### config.mk
export PLATFORM = sky130hd
export DESIGN_NAME = pipeif_fetch
export DESIGN_NICKNAME = d
export VERILOG_FILES = /design/src/rtl/pipeif_fetch.sv
export SDC_FILE = /design/constraint.sdc
export NUM_CORES = 1
export LEC_CHECK = 0
export BUFFER_PORTS_ARGS = -buffer_cell sky130_fd_sc_hd__buf_4
export CORE_MARGIN = 4
export CORE_UTILIZATION = 33
export DETAILED_ROUTE_END_ITERATION = 16
export GPL_TIMING_DRIVEN = 0
export MAX_ROUTING_LAYER = met4
export PLACE_DENSITY_LB_ADDON = 0.1
export SLEW_MARGIN = 5
export SYNTH_ARGS = -nofsm -noshare
export SYNTH_HDL_FRONTEND = slang
export SYNTH_SLANG_ARGS = --single-unit
### constraint.sdc
create_clock -name clock -period 3.75 [get_ports clock]
set_input_delay 0.375 -clock clock [delete_from_list [all_inputs] [get_ports clock]]
set_output_delay 0.375 -clock clock [all_outputs]
set_load 0.05 [all_outputs]
### src/rtl/pipeif_fetch.sv
// pipeif_fetch: instruction-fetch stage and IF/ID register.
// Fetches from a ready-handshaked imem, holds one completed
// fetch across an ID stall, and honours one delay slot.
// Ports: clock/resetn; pcsource, bpc, ra, jpc, load_depen
// from ID; imem_req/addr/rdata/ready; dpc4/dinst/dvalid to
// ID; pc (debug).

package pipeif_pkg;

    typedef struct packed {
        logic [31:0] pc4;
        logic [31:0] inst;
        logic        valid;
    } if_id_t;

    typedef enum logic [1:0] {
        ST_BOOT,
        ST_FETCH,
        ST_HOLD
    } fetch_st_e;

endpackage

module pipeif_fetch
    import pipeif_pkg::*;
#(
    parameter logic [31:0] RESET_PC = 32'h0000_0000
) (
    input  logic        clock,
    input  logic        resetn,
    input  logic [1:0]  pcsource,
    input  logic [31:0] bpc,
    input  logic [31:0] ra,
    input  logic [31:0] jpc,
    input  logic        load_depen,
    output logic        imem_req,
    output logic [31:0] imem_addr,
    input  logic [31:0] imem_rdata,
    input  logic        imem_ready,
    output logic [31:0] dpc4,
    output logic [31:0] dinst,
    output logic        dvalid,
    output logic [31:0] pc
);

    fetch_st_e   state_q, state_d;
    logic [31:0] pc_q, pc_d;
    if_id_t      ifid_q, ifid_d;
    logic        pend_q, pend_d;
    logic [31:0] rpc_q, rpc_d;
    logic [31:0] hold_q, hold_d;

    logic        ifid_en;
    logic        id_acc;
    logic        redir;
    logic [31:0] tgt;
    logic [31:0] pc4;
    logic [31:0] next_pc;
    logic        deliver;
    logic [31:0] inst_sel;

    always_comb begin
        ifid_en  = ~ifid_q.valid | ~load_depen;
        id_acc   = ifid_q.valid & ~load_depen;
        redir    = id_acc & (pcsource != 2'b00);
        pc4      = pc_q + 32'd4;
        next_pc  = pend_q ? rpc_q : pc4;

        unique case (pcsource)
            2'b10:   tgt = ra;
            2'b11:   tgt = jpc;
            default: tgt = bpc;
        endcase

        state_d  = state_q;
        pc_d     = pc_q;
        ifid_d   = ifid_q;
        pend_d   = pend_q;
        rpc_d    = rpc_q;
        hold_d   = hold_q;
        deliver  = 1'b0;
        inst_sel = imem_rdata;

        unique case (state_q)
            ST_BOOT: begin
                state_d = ST_FETCH;
            end
            ST_FETCH: begin
                if (imem_ready) begin
                    if (ifid_en) begin
                        deliver = 1'b1;
                    end else begin
                        hold_d  = imem_rdata;
                        state_d = ST_HOLD;
                    end
                end
            end
            ST_HOLD: begin
                if (ifid_en) begin
                    deliver  = 1'b1;
                    inst_sel = hold_q;
                    state_d  = ST_FETCH;
                end
            end
            default: begin
                state_d = ST_BOOT;
            end
        endcase

        // A redirect seen in the same cycle the delay slot
        // lands can steer pc directly; otherwise it waits.
        if (deliver) begin
            ifid_d = '{pc4: pc4, inst: inst_sel, valid: 1'b1};
            pend_d = 1'b0;
            pc_d   = redir ? tgt : next_pc;
        end else if (ifid_en) begin
            ifid_d.valid = 1'b0;
            if (redir) begin
                pend_d = 1'b1;
                rpc_d  = tgt;
            end
        end
    end

    always_ff @(posedge clock or negedge resetn) begin
        if (!resetn) begin
            state_q <= ST_BOOT;
            pc_q    <= RESET_PC;
            ifid_q  <= '0;
            pend_q  <= 1'b0;
            rpc_q   <= '0;
            hold_q  <= '0;
        end else begin
            state_q <= state_d;
            pc_q    <= pc_d;
            ifid_q  <= ifid_d;
            pend_q  <= pend_d;
            rpc_q   <= rpc_d;
            hold_q  <= hold_d;
        end
    end

    // Request is decoded from state so reset drops it at once.
    assign imem_req  = (state_q == ST_FETCH);
    assign imem_addr = pc_q;
    assign dpc4      = ifid_q.pc4;
    assign dinst     = ifid_q.inst;
    assign dvalid    = ifid_q.valid;
    assign pc        = pc_q;

endmodule

==> results.py, run 1 <==
metrics = {
    "pwr": {
        "power_switching_mw": 5.774,
        "powerDensity_nw_per_um2": 974.1,
        "p_leak_nw": 5.501,
        "vdd_drop_max_mv": 0.4161,
        "p_int_mw": 5.691,
        "clkPwrFrac": 0.149,
        "switching_share": 0.5036,
        "p_seq_frac": 0.291,
        "combPwrFrac": 0.559,
    },
    "yosys": {
        "synthCells": 904,
        "synth.net_count": 1042,
        "ys_top_cells_by_area": "dfrtp_1 47%, mux2i_1 8.3%, o21ai_0 6.8%",
        "syn_area_um2": 8781,
        "synth_warnings": 0,
        "synth.avg_cell_area_um2": 9.713,
        "synthDistinctLibCells": 59,
        "synth_top_area_frac": 0.4674,
        "synth_ff_type": "dfrtp_1",
        "synth-edff-count": 0,
        "ys_seq_area_frac": 0.4674,
        "yosys_register_bits": 164,
        "async_reset_ff_frac": 1.000,
        "synth_largest_area_cell": "dfrtp_1",
    },
    "detailed_routing": {
        "wl_um": 29450,
        "via_count": 7646,
        "ant_nets": 0,
        "wl_per_cell_um": 19.20,
        "dr.first_iter.drc_count": 539,
        "dr.pass1.iters": 4,
        "vias_per_cell": 4.984,
        "route.detailed.drc": 0,
    },
    "setup_path": {
        "crit_top_cell": "clkbuf_1",
        "crit_arrival_ps": 3130,
        "crit_cells": 7,
        "worst_path_largest_cell_delay_ps": 630,
        "crit_buf_inv": 3,
        "reg2reg_depth": 7,
        "critical_path_class": "flip-flop to flip-flop",
        "cp-start-kind": "flip-flop",
        "path_cells": "inv_1 > ha_1 > a21o_1 > nand3_1 > clkbuf_1 > clkbuf_1 > o21ai_0",
        "cp_max_fo": 10,
        "endpoint_kind": "flip-flop",
        "cp.required_ps": 4030,
        "slowest_stage": "clkbuf_1",
        "critPathTopFamily": "buffers and inverters",
    },
    "floorplan": {
        "die_area_um2": 29280,
        "die_y_um": 171.1,
        "core.rowCount": 59,
        "fp.dieW_um": 171.1,
        "ioPinCount": 264,
        "core_area_um2": 26130,
        "start_util": 0.3360,
    },
    "clock_tree": {
        "cts-root-buf": "clkbuf_16",
        "clk_latency_ps": 430,
        "cts_tree": "done",
        "cts_buffer_depth": 2,
        "cts_made_buffers": 17,
        "clock_sinks": 164,
        "h-tree-depth": 4,
        "cts_setup_buffers": 0,
        "cts.clk_slew.worst_paths_ps": 70,
    },
    "sta": {
        "hold_viol_final": 0,
        "slew_headroom": 0.4021,
        "clock.fmax_mhz": 350.3,
        "finalCritPeriodShare": 0.7613,
        "setup_tns_ps": 0,
        "fin_skew_ps": 11.48,
        "slew_violations": 0,
        "period_minus_slack_ps": 2855,
        "rsz0062_at_grt": "false",
        "tightestPinTransition_ps": 893.6,
        "layout_setup_ws_ps": 895.1,
        "finalSetupViolCount": 0,
    },
    "placed_design": {
        "portBuffers": 261,
        "routabilityCongestion": 0.8409,
        "dp_slack_ps": 826.1,
        "hpwl_um": 22290,
    },
    "worst_hold_path": {
        "min_path_cells": 2,
        "min_path_type": "input port to flip-flop",
    },
    "grt": {
        "antenna_found_initial": 0,
        "grt_pass1_vias": 7764,
        "grt_max_degree": 110,
        "grt_pass1_wl_um": 45490,
        "grt_overflow": 0,
        "grt_usage": 0.2070,
    },
    "layout": {
        "num-fill-cells": 2636,
        "area_delta_synth_final_pct": 34.04,
        "nNetsFinal": 1324,
        "antenna_cells": 0,
        "layout-drive-gt1-share": 0.3311,
    },
    "outcome": {
        "status": "complete, no violations",
    },
    "flow_run": {
        "drv_cap": 0,
    },
}
==> power by group through the flow <==
stage	clock, mW	combinational (mW)	sequential, mW
after global routing	1.83	6.88	3.47
after floorplan	0	2.84	4.82
after global placement	0	6.41	3.34
final	1.71	6.41	3.34
after CTS	1.76	6.47	3.35
after detailed placement	0	6.45	3.38
==> cells in the final DEF, fill, tap and decap left out, drive strengths merged, types with 8 or more instances in the layout <==
master and n:
nand2 146, and3 9, inv 19, o21a 8
xnor2 17, mux2i 73, clkbuf 64, mux2 42
o22ai 11, nand3 22, dfrtp 164, a31oi 11
nand4 9, nor2 36, buf 311, a21oi 24
o21ai 124, a2bb2oi 11
==> sequential cells by signal (all words and copies together) (netlist names) <==
signal and cells:
pend_q 1, rpc_q 32, dinst 32, hold_q 32, imem_addr 32, dpc4 32, dvalid 1, state_q 2
==> final cells by class <==
type | instances | area, µm² | area share
plain buffers | 94 | 498.0 | 0.04231
clock buffers | 19 | 442.9 | 0.03763
clock inverters | 13 | 122.6 | 0.01042
inverters | 15 | 56.30 | 0.004784
multi-input cells | 631 | 4123 | 0.3503
flip-flops and latches | 164 | 4104 | 0.3487
well taps | 335 | 419.2 | 0.03561
repair buffers | 263 | 2004 | 0.1703
==> cell families (layout without fill, tap and decap cells) <==
| family | count (synthesis) | count (layout) | synth area share |
|---|---|---|---|
| AND/OR/NAND/NOR | 259 | 259 | 0.1456 |
| AO/OA/AOI/OAI | 231 | 231 | 0.1592 |
| flip-flops | 164 | 164 | 0.4674 |
| multiplexers | 115 | 115 | 0.1371 |
| buffers and inverters | 109 | 404 | 0.06312 |
| XOR/XNOR | 22 | 22 | 0.02194 |
| adder cells (fa/ha/maj) | 4 | 4 | 0.005700 |
==> path summary, 6_finish.rpt <==
check	from	to	slack, ps
setup / recovery	state_q[0]	dinst[23]	900
hold / removal	imem_rdata[19]	hold_q[19]	180
setup reg to reg	state_q[0]	dinst[23]	900
hold reg to reg	rpc_q[9]	rpc_q[9]	470
max in group asynchronous	resetn	dpc4[27]	2360
min in group asynchronous	resetn	dpc4[3]	450
==> stage by stage <==
| step | util | power [mW] | cell area, µm² | hold WS, ps | std cells |
|---|---|---|---|---|---|
| floorplan | - | 7.667 | 8781 | 79.41 | 904 |
| global placement | 0.4270 | 9.748 | 11160 | 458.8 | 1500 |
| detailed placement | 0.4284 | 9.833 | 11190 | 340.3 | 1501 |
| CTS | 0.4504 | 11.57 | 11770 | 162.7 | 1534 |
| global route | 0.4504 | 12.19 | 11770 | 164.9 | 1534 |
| finish | 0.4504 | 11.46 | 11770 | 180.1 | 1534 |
==> timing repair <==
action	CTS	global route
hold endpoints to repair	55	0
hold buffers	1	0
setup endpoints to repair	0	0
gates resized for setup	0	0
==> metal layers <==
metal,part of all wire,routed length (µm),global-route usage,vias to the layer above
li1,-,-,-,3752
met1,0.49,14330,0.3006,3622
met2,0.45,13310,0.3090,259
met3,0.054,1577,0.03096,13
met4,0.0079,233,0.04271,0
met5,0,0,-,-
==> Yosys cell counts, types with 5 or more instances <==
cell / n
dfrtp_1: 164
nand2_1: 146
o21ai_0: 119
mux2i_1: 73
clkbuf_1: 45
mux2_2: 42
nor2_1: 36
buf_4: 35
a21oi_1: 24
nand3_1: 20
xnor2_1: 17
inv_1: 14
a2bb2oi_1: 11
a31oi_1: 11
buf_2: 11
o22ai_1: 11
and3_1: 9
o21a_1: 8
nand2b_1: 7
nor3_1: 7
o211ai_1: 7
nand4_1: 6
o21ai_1: 5
o22a_1: 5
xor2_1: 5
Note: power is estimated with default switching activity, not from simulation.
==> run 2: changes to the inputs <==
ABC_AREA = 1   (was unset)
clock period = 2.7 ns   (was 3.75 ns; I/O delays follow)
==> run 2 against run 1 <==
Critical path depth grew 2. Design area rose by 2.3%. Non-clock buffer count rose by 7. Count of clock-buffer cells in the layout down 2. Cell count is 22% higher. Synthesized area increased by 2.8%. Combinational power is 38% higher. Sequential share of layout area is 0.80 points lower. Routed wire length grew 3.7%. Clock skew fell by 1.5 ps. Largest power group unchanged.
==> results.py, run 2 <==
metrics = {
    "layout": {
        "area_delta_synth_final_pct": 33.45,
        "layout-drive-gt1-share": 0.2459,
        "antenna_cells": 0,
        "final_area_um2": 12050,
        "layout_common_cells": "545 x nand2_1, 304 x buf_4, 164 x dfrtp_1",
        "nNetsFinal": 1662,
        "layout_commonest_cell": "nand2_1",
    },
    "clock_tree": {
        "cts_made_buffers": 17,
        "cts.clk_slew.worst_paths_ps": 70,
        "cts_tree": "done",
        "clk_latency_ps": 430,
        "h-tree-depth": 4,
        "clock_sinks": 164,
        "cts-root-buf": "clkbuf_16",
        "cts_setup_buffers": 0,
        "cts_buffer_depth": 2,
    },
    "setup_path": {
        "crit_arrival_ps": 2610,
        "worst_path_largest_cell_delay_ps": 490,
        "cp-start-kind": "flip-flop",
        "cp_max_fo": 10,
        "cp.required_ps": 3060,
        "path_cells": "inv_1 > ha_1 > nand2_1 > nand2_1 > nand3_2 > inv_1 > buf_1 > nand3_1 > nand2_1",
        "endpoint_kind": "flip-flop",
        "critical_path_class": "flip-flop to flip-flop",
        "crit_top_cell": "nand2_1",
        "slowest_stage": "buf_1",
    },
    "grt": {
        "grt_usage": 0.2069,
        "grt_max_degree": 89,
        "grt_pass1_vias": 8555,
        "grt_pass1_wl_um": 48500,
        "antenna_found_initial": 0,
        "grt_overflow": 0,
    },
    "detailed_routing": {
        "wl_um": 30540,
        "route.detailed.drc": 0,
        "dr.pass1.iters": 5,
        "ant_nets": 0,
        "wl_per_cell_um": 16.26,
        "via_count": 8875,
        "vias_per_cell": 4.726,
        "dr.first_iter.drc_count": 664,
    },
    "sta": {
        "slew_violations": 0,
        "finalCritPeriodShare": 0.8337,
        "slew_headroom": 0.5200,
        "period_minus_slack_ps": 2251,
        "finalSetupViolCount": 0,
        "tightestPinTransition_ps": 719.9,
        "clock.fmax_mhz": 444.3,
        "setup_tns_ps": 0,
        "fin_skew_ps": 9.934,
        "hold_viol_final": 0,
        "rsz0062_at_grt": "false",
    },
    "placed_design": {
        "portBuffers": 263,
        "hpwl_um": 23810,
        "routabilityCongestion": 0.9101,
        "post_dp_cell_area_um2": 11460,
    },
    "floorplan": {
        "die_area_um2": 30060,
        "core.rowCount": 60,
        "start_util": 0.3349,
        "core_area_um2": 26950,
        "ioPinCount": 264,
        "die_y_um": 173.4,
        "fp.dieW_um": 173.4,
    },
    "yosys": {
        "synth_warnings": 0,
        "synth_common_cells": "545 x nand2_1, 164 x dfrtp_1, 112 x nor2_1",
        "syn_area_um2": 9026,
        "ys_seq_area_frac": 0.4547,
        "yosysMostFrequentCell": "nand2_1",
        "synthCells": 1240,
        "synth.net_count": 1378,
        "yosys_register_bits": 164,
        "async_reset_ff_frac": 1.000,
        "synthDistinctLibCells": 31,
        "synth-edff-count": 0,
        "synth.avg_cell_area_um2": 7.279,
        "synth_top_area_frac": 0.4547,
        "synth_ff_type": "dfrtp_1",
        "ys_top_cells_by_area": "dfrtp_1 45%, nand2_1 23%, nor2_1 4.7%",
        "synth_largest_area_cell": "dfrtp_1",
    },
    "pwr": {
        "p_leak_nw": 6.460,
        "vdd_drop_max_mv": 0.5229,
        "finalPower_mw": 15.66,
        "powerDensity_nw_per_um2": 1300,
    },
    "outcome": {
        "status": "complete, no violations",
    },
    "worst_hold_path": {
        "min_path_type": "input port to flip-flop",
    },
    "flow_run": {
        "drv_cap": 0,
    },
}
run 2: cell types whose count changed after synthesis, sizes merged, moves of 11 or more:
| cell | change |
|---|---|
| a2bb2oi | -11 |
| buf | +14 |
| a21oi | +40 |
| inv | +23 |
| xnor2 | -17 |
| nor2 | +86 |
| mux2i | -41 |
| nand3 | +29 |
| o21ai | -44 |
| mux2 | -42 |
| nand2 | +402 |
run 2: cell families after synthesis:
logic type,Yosys count,synth area share
and+or+nand+nor,735,0.3252
DFF,164,0.4547
AOI/OAI and AO/OA,154,0.08775
buffers and inverters,136,0.07679
muxes,32,0.03549
xor gates and xnor gates,15,0.01456
adders and majority gates,4,0.005545
run 2: timing repair:
| action | in CTS | in global routing |
|---|---|---|
| resized for setup | 0 | 0 |
| hold buffers | 1 | 0 |
| hold endpoints to repair | 87 | 0 |
| endpoints found under the setup margin | 0 | 0 |
run 2: area by class of cell:
cell class	count	area, µm²
fillers	2840	14910
plain buffers	99	554.3
flip-flops and latches	164	4104
multi-input cells	940	4229
inverters	37	138.9
repair buffers	265	2019
well taps	341	426.7
clock inverters	15	147.6
clock buffers	17	425.4
run 2: per-layer routing:
layer	vias up	global-route usage	routed length (µm)
met2	295	0.2902	12700
met4	0	0.04955	548
met3	31	0.03032	1564
li1	4466	-	-
met5	-	-	0
met1	4083	0.3134	15730
run 2: worst paths after layout:
kind,startpoint,endpoint,slack (ps),cells after the start
min reg2reg,dpc4[26],dpc4[26],480,2
min in group asynchronous,resetn,dinst[9],430,2
max in group asynchronous,resetn,rpc_q[27],1420,3
max reg2reg,state_q[1],dpc4[21],450,9
max,state_q[1],dpc4[21],450,9
min,imem_rdata[6],dinst[6],140,3
run 2: power by group:
| group | internal [mW] | total, mW | switching (mW) |
|---|---|---|---|
| clock | 1.30 | 2.40 | 1.10 |
| sequential | 3.52 | 4.40 | 0.882 |
| combinational | 2.76 | 8.86 | 6.10 |
| total | 7.58 | 15.7 | 8.08 |
run 2: per-stage QoR:
| step | utilization | worst slack [ps] | hold WS (ps) | instances |
|---|---|---|---|---|
| 2_1_floorplan | - | 733.2 | -25.59 | 1240 |
| 4_1_cts | 0.4469 | 504.0 | 122.7 | 1878 |
| 3_5_place_dp | 0.4253 | 523.9 | 345.0 | 1845 |
| 5_1_grt | 0.4469 | 358.2 | 137.5 | 1878 |
| 3_3_place_gp | 0.4240 | 302.3 | 462.4 | 1844 |
| 6_report | 0.4469 | 449.0 | 138.6 | 1878 |
run 2: worst max-delay path, delay by kind of cell (launching register included):
| kind | cells | cell delay [ps] |
|---|---|---|
| buffers and inverters | 3 | 850 |
| AND/OR/NAND/NOR | 5 | 720 |
| flip-flops | 1 | 380 |
| adder cells (fa/ha/maj) | 1 | 230 |
==> run 3: changes to the inputs <==
clock period = 2.17 ns   (was 2.7 ns; I/O delays follow)
==> run 3 against run 2 <==
Routed wire length is 0.23% lower. Sequential power is 25% higher. Critical endpoint is now imem_addr[18]. Sequential cell count stayed put. Largest cell class unchanged. Die area stayed put. Worst setup slack worse by 250 ps. Critical path depth is 1 higher. Non-clock buffer count stayed put. Count of clock-buffer cells in the layout stayed put.
==> results.py, run 3 (synthesis results as in run 2) <==
metrics = {
    "setup_path": {
        "crit_path_end": "imem_addr[18]",
        "cp.required_ps": 2530,
        "endpoint_kind": "flip-flop",
        "reg2reg_slack_ps": 190,
        "cp-start-kind": "flip-flop",
        "r2r_start": "imem_addr[3]",
        "crit_arrival_ps": 2340,
        "reg2reg_depth": 10,
        "critical_path_class": "flip-flop to flip-flop",
        "critPathLaunch": "imem_addr[3]",
        "r2r_end": "imem_addr[18]",
        "cp_max_fo": 6,
    },
    "sta": {
        "finalSetupViolCount": 0,
        "slew_violations": 0,
        "fin_skew_ps": 9.806,
        "clock.fmax_mhz": 506.1,
        "tightestPinTransition_ps": 713.5,
        "period_minus_slack_ps": 1976,
        "rsz0062_at_grt": "false",
        "worst_hold_slack_ps": 85.05,
        "slew_headroom": 0.5243,
        "hold_viol_final": 0,
        "finalCritPeriodShare": 0.9105,
    },
    "flow_run": {
        "drv_cap": 0,
    },
    "layout": {
        "layout-drive-gt1-share": 0.2492,
        "antenna_cells": 0,
        "finalNonFillerCells": 1878,
        "layout_common_cells": "545 x nand2_1, 304 x buf_4, 162 x dfrtp_1",
        "layout_commonest_cell": "nand2_1",
        "nNetsFinal": 1662,
        "area_delta_synth_final_pct": 33.52,
    },
    "pwr": {
        "vdd_drop_max_mv": 0.6498,
        "powerDensity_nw_per_um2": 1618,
        "p_leak_nw": 6.468,
    },
    "clock_tree": {
        "cts.clk_slew.worst_paths_ps": 70,
        "cts_tree": "done",
        "cts_made_buffers": 17,
        "cts-root-buf": "clkbuf_16",
        "clk_latency_ps": 430,
        "clock_sinks": 164,
        "cts_setup_buffers": 0,
        "h-tree-depth": 4,
        "cts_buffer_depth": 2,
    },
    "detailed_routing": {
        "via_count": 8909,
        "route.detailed.drc": 0,
        "wl_um": 30470,
        "dr.pass1.iters": 5,
        "vias_per_cell": 4.744,
        "ant_nets": 0,
        "dr.first_iter.drc_count": 682,
        "wl_per_cell_um": 16.23,
    },
    "grt": {
        "grt_pass1_vias": 8555,
        "grt_max_degree": 89,
        "antenna_found_initial": 0,
        "grt_pass1_wl_um": 48500,
        "grt_usage": 0.2069,
        "grtUsageMet2": 0.2902,
        "grtUsageMet1": 0.3134,
        "top_usage_layer": "met1",
        "grt_use_met3": 0.03032,
        "grt_overflow": 0,
    },
    "placed_design": {
        "portBuffers": 263,
        "hpwl_um": 23810,
        "dp_cells": 1845,
        "routabilityCongestion": 0.9101,
    },
    "floorplan": {
        "core_area_um2": 26950,
        "die_y_um": 173.4,
        "ioPinCount": 264,
        "die_area_um2": 30060,
        "fp.dieW_um": 173.4,
        "core.rowCount": 60,
        "start_util": 0.3349,
    },
    "worst_hold_path": {
        "min_path_cells": 3,
        "min_path_type": "input port to flip-flop",
    },
    "outcome": {
        "status": "complete, no violations",
    },
}
run 3: through the flow:
stage | worst slack, ps | utilization | TNS (ps) | area (µm²) | power [mW]
3_3_place_gp | -174.8 | 0.4240 | -25340 | 11430 | 16.47
5_1_grt | 13.34 | 0.4472 | 0 | 12050 | 20.82
2_1_floorplan | 203.2 | - | 0 | 9026 | 12.88
3_5_place_dp | -6.143 | 0.4253 | -6.143 | 11460 | 16.57
6_report | 194.2 | 0.4472 | 0 | 12050 | 19.49
4_1_cts | 73.73 | 0.4470 | 0 | 12050 | 19.62
run 3: how the worst min path moves through the flow:
stage / slack [ps] / from / end
floorplan: -80 / resetn / dinst[0]
global placement: 460 / rpc_q[30] / rpc_q[30]
detailed placement: 290 / resetn / dinst[9]
CTS: 70 / imem_rdata[6] / dinst[6]
global route: 80 / imem_rdata[26] / dinst[26]
finish: 90 / imem_rdata[4] / dinst[4]
run 3: what timing repair did:
item | in CTS | in global routing
pin swaps | 0 | 0
hold buffers | 1 | 0
setup endpoints to repair | 2 | 20
hold endpoints to repair | 87 | 0
resized for setup | 1 | 6
run 3: area by class of cell:
class | count | area, µm²
repair buffers | 265 | 2019
clock buffers | 17 | 425.4
inverters | 37 | 138.9
fillers | 2838 | 14900
well taps | 341 | 426.7
clock inverters | 15 | 147.6
plain buffers | 99 | 558.0
multi-input cells | 940 | 4229
flip-flops and latches | 164 | 4106
run 3: critical path, stage by stage, from the launching register on:
cell and delay [ps]:
dfrtp_2 450, ha_1 230, nand2_1 80, nor2_2 140, nand2_2 150, nor2_4 210, xor2_1 290, nand2_1 130
nand2_1 80, nand2_1 90, nand2_1 70
run 3: where the power goes:
part	internal [mW]	switching, mW	total [mW]	leakage [nW]
Combinational	3.44	7.57	11.0	4.10
Sequential	4.38	1.10	5.48	2.09
Clock	1.62	1.38	2.99	0.279
run 3: metal layers:
metal	wire length, µm	vias to the layer above
met5	0	-
met4	578	0
met3	1648	32
met2	12620	307
met1	15630	4105
li1	-	4465
